==> config.mk <==
export PLATFORM = sky130hd
export DESIGN_NAME = multi_edge_detector
export DESIGN_NICKNAME = d
export VERILOG_FILES = /design/src/rtl/edge_det_pkg.sv /design/src/rtl/edge_chan.sv /design/src/rtl/multi_edge_detector.sv
export SDC_FILE = /design/constraint.sdc
export NUM_CORES = 1
export LEC_CHECK = 0
export CORE_ASPECT_RATIO = 1.25
export CORE_MARGIN = 4
export CORE_UTILIZATION = 55
export CTS_BUF_LIST = sky130_fd_sc_hd__clkbuf_16
export DETAILED_ROUTE_END_ITERATION = 16
export PLACE_DENSITY = 0.87
export SETUP_SLACK_MARGIN = 0.15
export SLEW_MARGIN = 0
export SYNTH_ARGS = -nofsm -noshare
export SYNTH_HDL_FRONTEND = slang
export SYNTH_SLANG_ARGS = --single-unit
export TNS_END_PERCENT = 50
==> constraint.sdc <==
create_clock -name clock -period 3.6 [get_ports clock]
set_clock_uncertainty 0.15 [all_clocks]
set_input_delay 0.36 -clock clock [delete_from_list [all_inputs] [get_ports clock]]
set_output_delay 0.36 -clock clock [all_outputs]
set_load 0.05 [all_outputs]
==> src/rtl/edge_det_pkg.sv <==
// -----------------------------------------------------------------------------
// edge_det_pkg
// Shared definitions for the multi-channel edge detector:
//   - edge_mode_e  : per-channel edge qualification mode encoding
//   - filt_cnt_w() : width of a channel's glitch-filter counter
//   - mode_match() : does an accepted level transition qualify under a mode
// -----------------------------------------------------------------------------
package edge_det_pkg;

    typedef enum logic [1:0] {
        MODE_RISE = 2'b00,
        MODE_FALL = 2'b01,
        MODE_BOTH = 2'b10,
        MODE_OFF  = 2'b11
    } edge_mode_e;

    // Wide enough to hold FILTER_CYCLES-1 with headroom.
    function automatic int filt_cnt_w(input int cycles);
        return $clog2(cycles) + 1;
    endfunction

    // new_level is the level being accepted: 1 means a 0->1 transition.
    function automatic logic mode_match(input edge_mode_e mode, input logic new_level);
        logic hit;
        case (mode)
            MODE_RISE: hit = new_level;
            MODE_FALL: hit = !new_level;
            MODE_BOTH: hit = 1'b1;
            default:   hit = 1'b0;
        endcase
        return hit;
    endfunction

endpackage

==> src/rtl/edge_chan.sv <==
// -----------------------------------------------------------------------------
// edge_chan
// One detector channel: synchroniser chain, glitch filter, mode-qualified
// edge pulse and sticky flag.
// Ports:
//   clock, reset  : rising-edge clock, asynchronous active-high reset
//   data          : asynchronous input pin
//   mode          : edge mode (see edge_mode_e)
//   clear         : sticky clear, sampled on the clock
//   level         : filtered level
//   edge_detect   : one-cycle pulse on a qualifying level change
//   edge_sticky   : latched edge flag
//   edge_next     : combinational value edge_detect will take on the next
//                   edge, so the parent can register any_edge alongside it
// -----------------------------------------------------------------------------
module edge_chan
    import edge_det_pkg::*;
#(
    parameter int SYNC_STAGES   = 2,
    parameter int FILTER_CYCLES = 4
) (
    input  logic       clock,
    input  logic       reset,
    input  logic       data,
    input  logic [1:0] mode,
    input  logic       clear,
    output logic       level,
    output logic       edge_detect,
    output logic       edge_sticky,
    output logic       edge_next
);

    localparam int               FCW       = filt_cnt_w(FILTER_CYCLES);
    localparam logic [FCW-1:0]   FILT_LAST = FCW'(FILTER_CYCLES - 1);

    logic [SYNC_STAGES-1:0] sync_reg;
    logic                   s_last;
    logic [FCW-1:0]         filt_cnt_reg, filt_cnt_next;
    logic                   level_reg, level_next;
    logic                   accept;
    logic                   edge_reg;
    logic                   sticky_reg, sticky_next;

    assign s_last = sync_reg[SYNC_STAGES-1];

    // Synchroniser: data enters at bit 0, s_last leaves at the top.
    always_ff @(posedge clock or posedge reset) begin
        if (reset) begin
            sync_reg <= '0;
        end else begin
            sync_reg <= {sync_reg[SYNC_STAGES-2:0], data};
        end
    end

    // Filter: a new level is accepted only after FILTER_CYCLES consecutive
    // disagreeing samples; any agreeing sample restarts the count.
    always_comb begin
        filt_cnt_next = filt_cnt_reg;
        level_next    = level_reg;
        accept        = 1'b0;
        if (s_last == level_reg) begin
            filt_cnt_next = '0;
        end else if (filt_cnt_reg >= FILT_LAST) begin
            level_next    = s_last;
            filt_cnt_next = '0;
            accept        = 1'b1;
        end else begin
            filt_cnt_next = filt_cnt_reg + 1'b1;
        end
    end

    // Mode is only consulted on an accepted transition, so changing mode on
    // a quiet channel can never create a pulse.
    assign edge_next = accept & mode_match(edge_mode_e'(mode), s_last);

    // The flag picks up the registered pulse one edge later; a clear sampled
    // on that same edge loses to the set.
    assign sticky_next = edge_reg | (sticky_reg & ~clear);

    always_ff @(posedge clock or posedge reset) begin
        if (reset) begin
            filt_cnt_reg <= '0;
            level_reg    <= 1'b0;
            edge_reg     <= 1'b0;
            sticky_reg   <= 1'b0;
        end else begin
            filt_cnt_reg <= filt_cnt_next;
            level_reg    <= level_next;
            edge_reg     <= edge_next;
            sticky_reg   <= sticky_next;
        end
    end

    assign level       = level_reg;
    assign edge_detect = edge_reg;
    assign edge_sticky = sticky_reg;

endmodule

==> src/rtl/multi_edge_detector.sv <==
// -----------------------------------------------------------------------------
// multi_edge_detector
// WIDTH independent edge_chan channels plus a shared any_edge flag and a
// saturating counter of cycles carrying at least one edge pulse.
// Ports:
//   clock, reset  : rising-edge clock, asynchronous active-high reset
//   data          : asynchronous channel inputs
//   mode          : per-channel mode, bits [2i+1:2i]
//   clear         : per-channel sticky clear
//   count_clear   : synchronous clear of event_count
//   level         : filtered levels
//   edge_detect   : one-cycle edge pulses
//   edge_sticky   : latched edge flags
//   any_edge      : OR of edge_detect, same cycle
//   event_count   : saturating count of any_edge cycles
// -----------------------------------------------------------------------------
module multi_edge_detector
    import edge_det_pkg::*;
#(
    parameter int WIDTH         = 8,
    parameter int SYNC_STAGES   = 2,
    parameter int FILTER_CYCLES = 4,
    parameter int CNT_W         = 8
) (
    input  logic                 clock,
    input  logic                 reset,
    input  logic [WIDTH-1:0]     data,
    input  logic [2*WIDTH-1:0]   mode,
    input  logic [WIDTH-1:0]     clear,
    input  logic                 count_clear,
    output logic [WIDTH-1:0]     level,
    output logic [WIDTH-1:0]     edge_detect,
    output logic [WIDTH-1:0]     edge_sticky,
    output logic                 any_edge,
    output logic [CNT_W-1:0]     event_count
);

    localparam logic [CNT_W-1:0] CNT_MAX = '1;

    logic [WIDTH-1:0] edge_next;
    logic             any_edge_reg, any_edge_next;
    logic [CNT_W-1:0] cnt_reg, cnt_next;

    generate
        for (genvar gi = 0; gi < WIDTH; gi++) begin : g_chan
            edge_chan #(
                .SYNC_STAGES   (SYNC_STAGES),
                .FILTER_CYCLES (FILTER_CYCLES)
            ) u_chan (
                .clock       (clock),
                .reset       (reset),
                .data        (data[gi]),
                .mode        (mode[2*gi+1 -: 2]),
                .clear       (clear[gi]),
                .level       (level[gi]),
                .edge_detect (edge_detect[gi]),
                .edge_sticky (edge_sticky[gi]),
                .edge_next   (edge_next[gi])
            );
        end
    endgenerate

    // Built from the channels' next-pulse terms so any_edge and the count
    // update land on the same edge as the pulses themselves.
    assign any_edge_next = |edge_next;

    always_comb begin
        cnt_next = cnt_reg;
        if (count_clear) begin
            cnt_next = any_edge_next ? CNT_W'(1) : '0;
        end else if (any_edge_next && (cnt_reg != CNT_MAX)) begin
            cnt_next = cnt_reg + 1'b1;
        end
    end

    always_ff @(posedge clock or posedge reset) begin
        if (reset) begin
            any_edge_reg <= 1'b0;
            cnt_reg      <= '0;
        end else begin
            any_edge_reg <= any_edge_next;
            cnt_reg      <= cnt_next;
        end
    end

    assign any_edge    = any_edge_reg;
    assign event_count = cnt_reg;

endmodule

==> Word-level counts from Yosys, hierarchy flattened <==
Cells that the tools add are included.
{ "totals": {"out_inout_bits": 33, "input_bits": 35, "wordCells": 194, "regBits": 73} }
{ "op_classes": {"bitwise_logic": 40, "magnitude_cmp": 8, "n_reduce_logical": 27, "n_addsub": 9, "mux": 43, "eq_ne": 25} }
{ "op_table": {"columns": ["operator", "count"], "rows": [
  ["3-bit 2-to-1 mux", 16],
  ["3-bit by 1-bit adder with 3-bit output (second input constant)", 8],
  ["3-bit by 2-bit greater-or-equal comparator with 1-bit output (second input constant)", 8],
  ["1-bit one-hot mux with 3 select lines", 8],
  ["1-bit 2-to-1 mux", 17],
  ["1-bit AND", 16],
  ["2-bit by 1-bit == test with 1-bit output (second input constant)", 8],
  ["2-bit == test (second input constant)", 8],
  ["2-bit logical NOT", 8],
  ["8-bit 2-to-1 mux", 2],
  ["1-bit inverter", 16],
  ["2-bit AND reduction", 8],
  ["8-bit by 1-bit adder with 8-bit output (second input constant)", 1],
  ["1-bit == test", 8],
  ["1-bit logical NOT", 8],
  ["8-bit inequality test (second input constant)", 1],
  ["1-bit bitwise OR", 8],
  ["8-bit OR reduction", 1],
  ["2-bit nonzero test", 1],
  ["1-bit logical AND", 1]
]} }

==> Logic depth before layout (Yosys ltp) <==
Gate-level depths: netlist of run 1.
{ "depth": {"depth_word": 8, "mapped_depth": 9, "ltp_nobuf": 8} }

==> By module <==
From an unflattened synthesis of run 1, not the netlist that was laid out.
{ "unflattened": {"cells_unflattened": 259, "hier_area_um2": 3230.6} }
{ "modules_own_cells": {"columns": ["mod", "cells_each", "instances", "seq_area_each_um2", "area_per_inst_um2"], "rows": [
  ["edge_chan", 26, 8, 200.2, 342.8],
  ["multi_edge_detector", 51, 1, 225.2, 488.0]
]} }

==> Worst setup path after synthesis of run 1 <==
No wires, ideal clock.
{ "synth_path": {"path_type": "register -> register", "start": "register g_chan[2].u_chan.filt_cnt_reg[0]", "end": "register cnt_reg[6], in the netlist event_count[6]", "path_buffers": 0, "slack_ns": 1.163, "t_required_ns": 3.322, "arrival_time_ns": 2.160, "period_less_slack_ns": 2.437, "path_stages_with_launch": 9, "path_cell_list": "dfrtp_1 ha_1 ha_1 a211oi_1 nor4b_2 nor4_1 nand3_1 nand4_1 mux2_1"} }
{ "synth_via": {"elab_chain_cells": 7} }
{ "synth_lines": {"columns": ["element", "line", "text"], "rows": [
  ["start, declared", "edge_chan.sv:38", "logic [FCW-1:0] filt_cnt_reg, filt_cnt_next;"],
  ["start signal, assigned", "edge_chan.sv:87", "filt_cnt_reg <= filt_cnt_next;"],
  ["3-bit by 2-bit greater-or-equal comparator with 1-bit output", "edge_chan.sv:63", "end else if (filt_cnt_reg >= FILT_LAST) begin"],
  ["1-bit 2-to-1 mux", "edge_chan.sv:63", null],
  ["1-bit 2-to-1 mux", "edge_chan.sv:61", "if (s_last == level_reg) begin"],
  ["1-bit AND", "edge_chan.sv:74", "assign edge_next = accept & mode_match(edge_mode_e'(mode), s_last);"],
  ["via g_chan[2].u_chan.edge_next", "edge_chan.sv:30", "output logic edge_next"],
  ["8-bit OR reduction", "multi_edge_detector.sv:65", "assign any_edge_next = |edge_next;"],
  ["via any_edge_next", "multi_edge_detector.sv:41", "logic any_edge_reg, any_edge_next;"],
  ["1-bit logical AND", "multi_edge_detector.sv:71", "end else if (any_edge_next && (cnt_reg != CNT_MAX)) begin"],
  ["2-bit nonzero test (no source line)", null, null],
  ["end signal, assigned", "multi_edge_detector.sv:82", "cnt_reg <= cnt_next;"],
  ["end, declared", "multi_edge_detector.sv:42", "logic [CNT_W-1:0] cnt_reg, cnt_next;"]
]} }
The timed path passes the listed nets, and every way through them passes these cells.
A chain may end at the register's enable or synchronous reset.

==> Final worst setup path of run 1 <==
{ "layout_path": {"start": "register g_chan[4].u_chan.filt_cnt_reg[0]", "end": "register cnt_reg[1], in the netlist event_count[1]"} }
{ "layout_via": {"elab_chain_cells": 7} }
{ "layout_lines": {"columns": ["element", "line"], "rows": [
  ["start, declared", "edge_chan.sv:38"],
  ["start signal, assigned", "edge_chan.sv:87"],
  ["3-bit by 2-bit greater-or-equal comparator with 1-bit output", "edge_chan.sv:63"],
  ["1-bit 2-to-1 mux", "edge_chan.sv:63"],
  ["1-bit 2-to-1 mux", "edge_chan.sv:61"],
  ["1-bit AND", "edge_chan.sv:74"],
  ["via g_chan[4].u_chan.edge_next", "edge_chan.sv:30"],
  ["8-bit OR reduction", "multi_edge_detector.sv:65"],
  ["1-bit logical AND", "multi_edge_detector.sv:71"],
  ["2-bit nonzero test (no source line)", null]
]} }
The timed path passes the listed nets, and every way through them passes these cells.

==> flow_summary.yaml, run 1 <==
outcome:
  status: "finished, final reports clean"
global_routing:
  overflow: 0
  grt_antenna_before_repair: 0
  grt_use_total_pct: 17.8
  grt_pass1_vias: 2232
  grt_pass1_wl_um: 9920
  grt_max_degree: 39
critical_path:
  crit_top_cell: "ha_1"
  crit_arrival_ps: 2870
  cp_max_fo: 12
  critPathMaxStageDelay_ps: 620
  critPathSlowestCell: "a211oi_1"
  end_kind: "flip-flop"
  worstSetupStartpoint: "g_chan[4].u_chan.filt_cnt_reg[0]$_DFF_PP0_"
  critical-path-top-delay-family: "compound AO/OA/AOI/OAI gates"
  critPathKind: "reg2reg"
  worst-path-buf-inv: 0
  timing.rr.start: "g_chan[4].u_chan.filt_cnt_reg[0]$_DFF_PP0_"
  critPathLaunchType: "flip-flop"
  crit_chain: "ha_1, ha_1, a211oi_1, nor4_4, nor4_1, a31o_1, mux2i_1, nor2_1"
  worstPathRequired_ps: 3650
clock_tree:
  cts_resized: 0
  clk_pin_slew_ps: 50
  htreeDepth: 3
  tritoncts: "built"
  clk_latency_ps: 330
  cts.sinks: 73
  root_buffer: "clkbuf_16"
  cts.path.max_buffers: 2
  numCtsBuffers: 9
  ctsHoldBuffers: 0
  postCtsSetupBuffers: 0
timing:
  fmax_mhz: 354
  slew_violations: 0
  finalSetupViolations: 0
  tightest_slew_ps: 745
  hold_violations: 0
  period_share_pct: 78.5
  holdWs_ps: 196
  grt_setup_unrepaired: "false"
  fin_crit_ps: 2820
  totalNegativeSetupSlack_ps: 0
  relSlewSlack_pct: 50.2
synth:
  synth.top_cell.area_share_pct: 56.2
  synth.area.mux_share_pct: 2.39
  netlist_area_mm2: 0.00325
  synthAdderAreaFrac_pct: 6.55
  synth-seq-area-share_pct: 56.2
  synth_enable_flop_cells: 0
  synthSimpleGateAreaFrac_pct: 13.4
  synth_cells: 273
  synth_cell_types: 37
  synth_nets: 325
  syn_area_per_cell_um2: 11.9
  synth_seq_cells: 73
  synth_xor_area_share_pct: 4.31
  synthArstFlopShare_pct: 100
  synthFlopType: "dfrtp_1"
  yosys_warnings: 0
  synth_area_leaders: "dfrtp_1 56%, ha_1 6.5%, buf_4 5.5%"
  synth_top_area_cell: "dfrtp_1"
  synth_top_family_by_area: "simple AND/OR/NAND/NOR gates"
  synth-compound-area-share_pct: 8.63
drt:
  routed_wl_um: 5830
  post_drt_wl_per_cell_um: 14.7
  ant_nets: 0
  drcViolationCount: 0
  vias_per_cell: 5.38
  first_pass_iters: 4
  vias: 2132
  drt_iter0_drc: 90
placed_design:
  placedCellCount: 381
  gp_congestion: 0.791
  hpwlAfterDp_um: 4290
  io_buffers: 67
final_layout:
  fin_cells: 396
  fillers: 389
  largest_reg_flops: 24
  areaGrowthSynthToFinish_pct: 27.3
  nets: 378
  drive_above_1_share_pct: 8.18
  diodes: 0
floorplan:
  rows: 31
  pin_count: 68
  core_region_area_mm2: 0.00578
  die-area_mm2: 0.00721
  dieWidth_um: 76.8
  die_y_um: 93.9
  initial_core_util_pct: 56.2
min_path:
  min-delay-start: "g_chan[7].u_chan.sync_reg[0]$_DFF_PP0_"
  hold_class: "reg2reg"
power_and_ir_drop:
  power.density_mw_per_mm2: 822
  switchingPower_mw: 1.27
  clkPwrFrac_pct: 27.0
  pwr-share-seq_pct: 35.5
  finalPower_mw: 3.40
  irDropWorstVdd_mv: 0.524
  netSwitchingFraction_pct: 37.5
  p_int_mw: 2.13
  comb_power_share_pct: 37.5
  p_leak_nw: 1.97
flow_run:
  drv_cap: 0
-- path summary, 6_finish.rpt --
check	cells after the start	slack, ps	end
worst min-delay path	0	200	g_chan[7].u_chan.sync_reg[1]$_DFF_PP0_
worst min register to register	0	200	g_chan[7].u_chan.sync_reg[1]$_DFF_PP0_
min in group asynchronous	2	340	g_chan[7].u_chan.filt_cnt_reg[0]$_DFF_PP0_
worst max-delay path	8	780	event_count[1]$_DFFE_PP0P_
worst max register to register	8	780	event_count[1]$_DFFE_PP0P_
max in group asynchronous	3	2310	event_count[4]$_DFFE_PP0P_
-- cell usage after synthesis, drive strengths merged, types with 8 or more instances --
| cell type | instances |
|---|---|
| nor2 | 12 |
| buf | 26 |
| inv | 22 |
| a211oi | 8 |
| nor3 | 8 |
| and3 | 12 |
| a21o | 8 |
| ha | 17 |
| o21ai | 11 |
| nand2 | 13 |
| dfrtp | 73 |
| xor2 | 10 |
-- power by group through the flow --
stage | clock network (mW) | logic, mW | registers [mW]
finish | 0.916 | 1.28 | 1.21
floorplan | 0 | 1.01 | 1.23
detailed placement | 0 | 1.28 | 1.22
CTS | 0.931 | 1.29 | 1.21
global placement | 0 | 1.24 | 1.20
global route | 0.966 | 1.39 | 1.24
-- worst reg2reg max path: cells and delay by family, from the launching register on --
kind,cells,cell delay [ps]
mux,1,230
flops,1,390
simple gates,3,490
compound gates,2,1060
fa+ha+maj,2,380
-- routing by layer --
metal	wire (um)	up-vias	share of wire, %	global-route usage [%]
met5	0	-	0	0
li1	-	1031	-	-
met2	3030	59	52	30.5
met4	178	0	3.1	10.1
met1	2410	1024	41	20.4
met3	220	18	3.8	4.13
-- area by class of cell --
| class | count | area, um2 | area share [%] |
|---|---|---|---|
| multi-input cells | 152 | 1140 | 27.7 |
| flip-flops and latches | 73 | 1830 | 44.1 |
| clock buffers | 9 | 225 | 5.44 |
| repair buffers | 68 | 691 | 16.7 |
| inverters | 22 | 82.6 | 2.00 |
| clock inverters | 6 | 85.1 | 2.06 |
| well taps | 66 | 82.6 | 2.00 |
-- layout by cell type (no fill, tap or decap), drive strengths merged --
master / n
dfrtp: 73
clkdlybuf4s50: 67
inv: 23
ha: 17
nand2: 13
and3: 12
nor2: 12
o21ai: 11
xor2: 10
clkbuf: 9
nor3: 8
a21o: 8
a211oi: 8
xnor2: 6
a21oi: 6
mux2: 6
nor4b: 6
nand3: 5
or3: 5
nor4: 5
a31oi: 3
o21a: 2
nor3b: 2
bufinv: 2
clkinv: 2
o22a: 1
a211o: 1
a31o: 1
a32o: 1
mux2i: 1
nor2b: 1
nand4: 1
clkinvlp: 1
buf: 1
-- stage by stage --
stage	setup slack [ps]	utilization (%)	cell area, um2
floorplan	1160	-	3250
global placement	897	66.2	3830
detailed placement	782	66.2	3830
CTS	756	71.6	4140
global route	552	71.6	4140
finish	776	71.6	4140
-- cells by family (layout without fill, tap and decap cells) --
group           Yosys count  in the layout
compound gates           42             42
xor+xnor                 16             16
fa+ha+maj                17             17
buf+inv                  48            105
flops                    73             73
mux                       7              7
simple gates             70             70
(Power assumes the default switching activity.)
==> run 2, diff against run 1 <==
--- a/config.mk
+++ b/config.mk
@@ -7,10 +7,10 @@
 export LEC_CHECK = 0
 export CORE_ASPECT_RATIO = 1.25
 export CORE_MARGIN = 4
-export CORE_UTILIZATION = 55
+export CORE_UTILIZATION = 51
 export CTS_BUF_LIST = sky130_fd_sc_hd__clkbuf_16
 export DETAILED_ROUTE_END_ITERATION = 16
-export PLACE_DENSITY = 0.87
+export PLACE_DENSITY = 0.82
 export SETUP_SLACK_MARGIN = 0.15
 export SLEW_MARGIN = 0
 export SYNTH_ARGS = -nofsm -noshare
==> constraint.sdc (replaced) <==
create_clock -name clock -period 2.9 [get_ports clock]
set_clock_uncertainty 0.15 [all_clocks]
set_input_delay 0.29 -clock clock [delete_from_list [all_inputs] [get_ports clock]]
set_output_delay 0.29 -clock clock [all_outputs]
set_load 0.05 [all_outputs]
==> flow_summary.yaml, run 2 (synthesis gave the netlist of run 1 again) <==
global_routing:
  gr-usage-met3_pct: 4.55
  grt_use_total_pct: 16.4
  met2_usage_pct: 28.6
  overflow: 0
  grt_max_degree: 45
  grt_pass1_vias: 2224
  busiest_layer: "met2"
  grt_antenna_before_repair: 0
  grt_pass1_wl_um: 9870
  grtUsageMet1_pct: 18.9
floorplan:
  pin_count: 68
  rows: 32
  die-area_mm2: 0.00772
  dieWidth_um: 79.4
  core_region_area_mm2: 0.00617
  initial_core_util_pct: 52.7
  die_y_um: 97.2
critical_path:
  critPathLaunchType: "flip-flop"
  worstPathRequired_ps: 2950
  end_kind: "flip-flop"
  critPathKind: "reg2reg"
  crit_arrival_ps: 2620
  timing.rr.start: "g_chan[6].u_chan.filt_cnt_reg[0]$_DFF_PP0_"
  cp_max_fo: 4
  worstSetupStartpoint: "g_chan[6].u_chan.filt_cnt_reg[0]$_DFF_PP0_"
timing:
  tightest_slew_ps: 627
  holdWs_ps: 197
  hold_violations: 0
  relSlewSlack_pct: 58.2
  period_share_pct: 88.5
  slew_violations: 0
  grt_setup_unrepaired: "false"
  fmax_mhz: 390
  fin_crit_ps: 2570
  totalNegativeSetupSlack_ps: 0
  finalSetupViolations: 0
drt:
  ant_nets: 0
  first_pass_iters: 5
  drcViolationCount: 0
  vias_per_cell: 5.03
  vias: 2124
  post_drt_wl_per_cell_um: 13.5
  routed_wl_um: 5720
  drt_iter0_drc: 49
min_path:
  min-delay-start: "g_chan[4].u_chan.sync_reg[0]$_DFF_PP0_"
  hold_class: "reg2reg"
placed_design:
  io_buffers: 67
  hpwlAfterDp_um: 4250
  placedCellCount: 406
  gp_congestion: 0.806
  dpl_cell_area_mm2: 0.00390
clock_tree:
  tritoncts: "built"
  root_buffer: "clkbuf_16"
  cts.path.max_buffers: 2
  htreeDepth: 3
  ctsHoldBuffers: 0
  cts.sinks: 73
  clk_latency_ps: 320
  numCtsBuffers: 9
  clk_pin_slew_ps: 50
final_layout:
  mostFrequentLayoutCells: "73 x dfrtp_1, 67 x clkdlybuf4s50_1, 21 x inv_1, 17 x ha_1, 13 x nand2_1"
  nets: 384
  fillers: 457
  final_common_cell: "dfrtp_1"
  areaGrowthSynthToFinish_pct: 28.9
  drive_above_1_share_pct: 10.7
  final_core_util_pct: 67.9
  fin_cells: 422
  postLayoutCellArea_mm2: 0.00419
  diodes: 0
  largest_reg_flops: 24
power_and_ir_drop:
  p_leak_nw: 1.98
  netSwitchingFraction_pct: 37.6
  irDropWorstVdd_mv: 0.545
  comb_power_share_pct: 39.3
  power.density_mw_per_mm2: 997
  clkPwrFrac_pct: 24.8
  switchingPower_mw: 1.57
  pwr-share-seq_pct: 35.9
  p_int_mw: 2.61
outcome:
  status: "finished, final reports clean"
flow_run:
  drv_cap: 0
==> run 2: final cells by class <==
| class | instances | area, um2 | area share (%) |
|---|---|---|---|
| clock buffer | 9 | 225 | 5.38 |
| clock inverter | 7 | 61.3 | 1.46 |
| inverter | 22 | 82.6 | 1.97 |
| multi-input combinational | 152 | 1150 | 27.5 |
| sequential | 73 | 1830 | 43.6 |
| tap | 85 | 106 | 2.54 |
| timing repair buffer | 74 | 736 | 17.6 |
==> run 2: power by group through the flow <==
stage	combinational (mW)	clock [mW]	sequential, mW
2_1_floorplan	1.26	0	1.53
5_1_grt	1.79	1.10	1.54
3_5_place_dp	1.64	0	1.52
6_report	1.64	1.04	1.50
3_3_place_gp	1.60	0	1.50
4_1_cts	1.66	1.06	1.50
==> run 2: final timing paths <==
path,end,slack [ps],cells past startpoint
min in group asynchronous,g_chan[3].u_chan.level$_DFFE_PP0P_,230,2
max reg2reg,event_count[6]$_DFFE_PP0P_,330,8
max in group asynchronous,g_chan[7].u_chan.filt_cnt_reg[0]$_DFF_PP0_,1740,3
min reg2reg,g_chan[4].u_chan.sync_reg[1]$_DFF_PP0_,200,0
max,event_count[6]$_DFFE_PP0P_,330,8
min,g_chan[4].u_chan.sync_reg[1]$_DFF_PP0_,200,0
==> run 2: repair_timing <==
| action | 4_1_cts | 5_1_grt |
|---|---|---|
| setup buffers | 0 | 0 |
| setup endpoints to repair | 0 | 7 |
| gates resized for setup | 0 | 2 |
==> run 2: per-layer routing <==
metal | vias up | wire (um)
met4 | 0 | 65
met3 | 5 | 172
met2 | 34 | 3180
met1 | 1031 | 2300
met5 | - | 0
li1 | 1054 | -
==> run 2: stage by stage <==
stage | power [mW] | setup slack [ps]
final | 4.18 | 334
after global placement | 3.10 | 331
after floorplan | 2.79 | 463
after detailed placement | 3.16 | 254
after global routing | 4.44 | 146
after CTS | 4.22 | 221
==> run 2: worst max-delay path, stage by stage, from the launching register on <==
cell	delay [ps]
dfrtp_1	400
ha_1	220
ha_1	190
a211oi_2	390
nor4_4	70
nor4_2	350
nand3_1	190
nand4_1	160
mux2_1	330
==> run 3, diff against run 2 <==
--- a/config.mk
+++ b/config.mk
@@ -5,6 +5,7 @@
 export SDC_FILE = /design/constraint.sdc
 export NUM_CORES = 1
 export LEC_CHECK = 0
+export ABC_AREA = 0
 export CORE_ASPECT_RATIO = 1.25
 export CORE_MARGIN = 4
 export CORE_UTILIZATION = 51
==> results of run 3 <==
No change in the layout: final DEF, timing and power equal those of run 2.
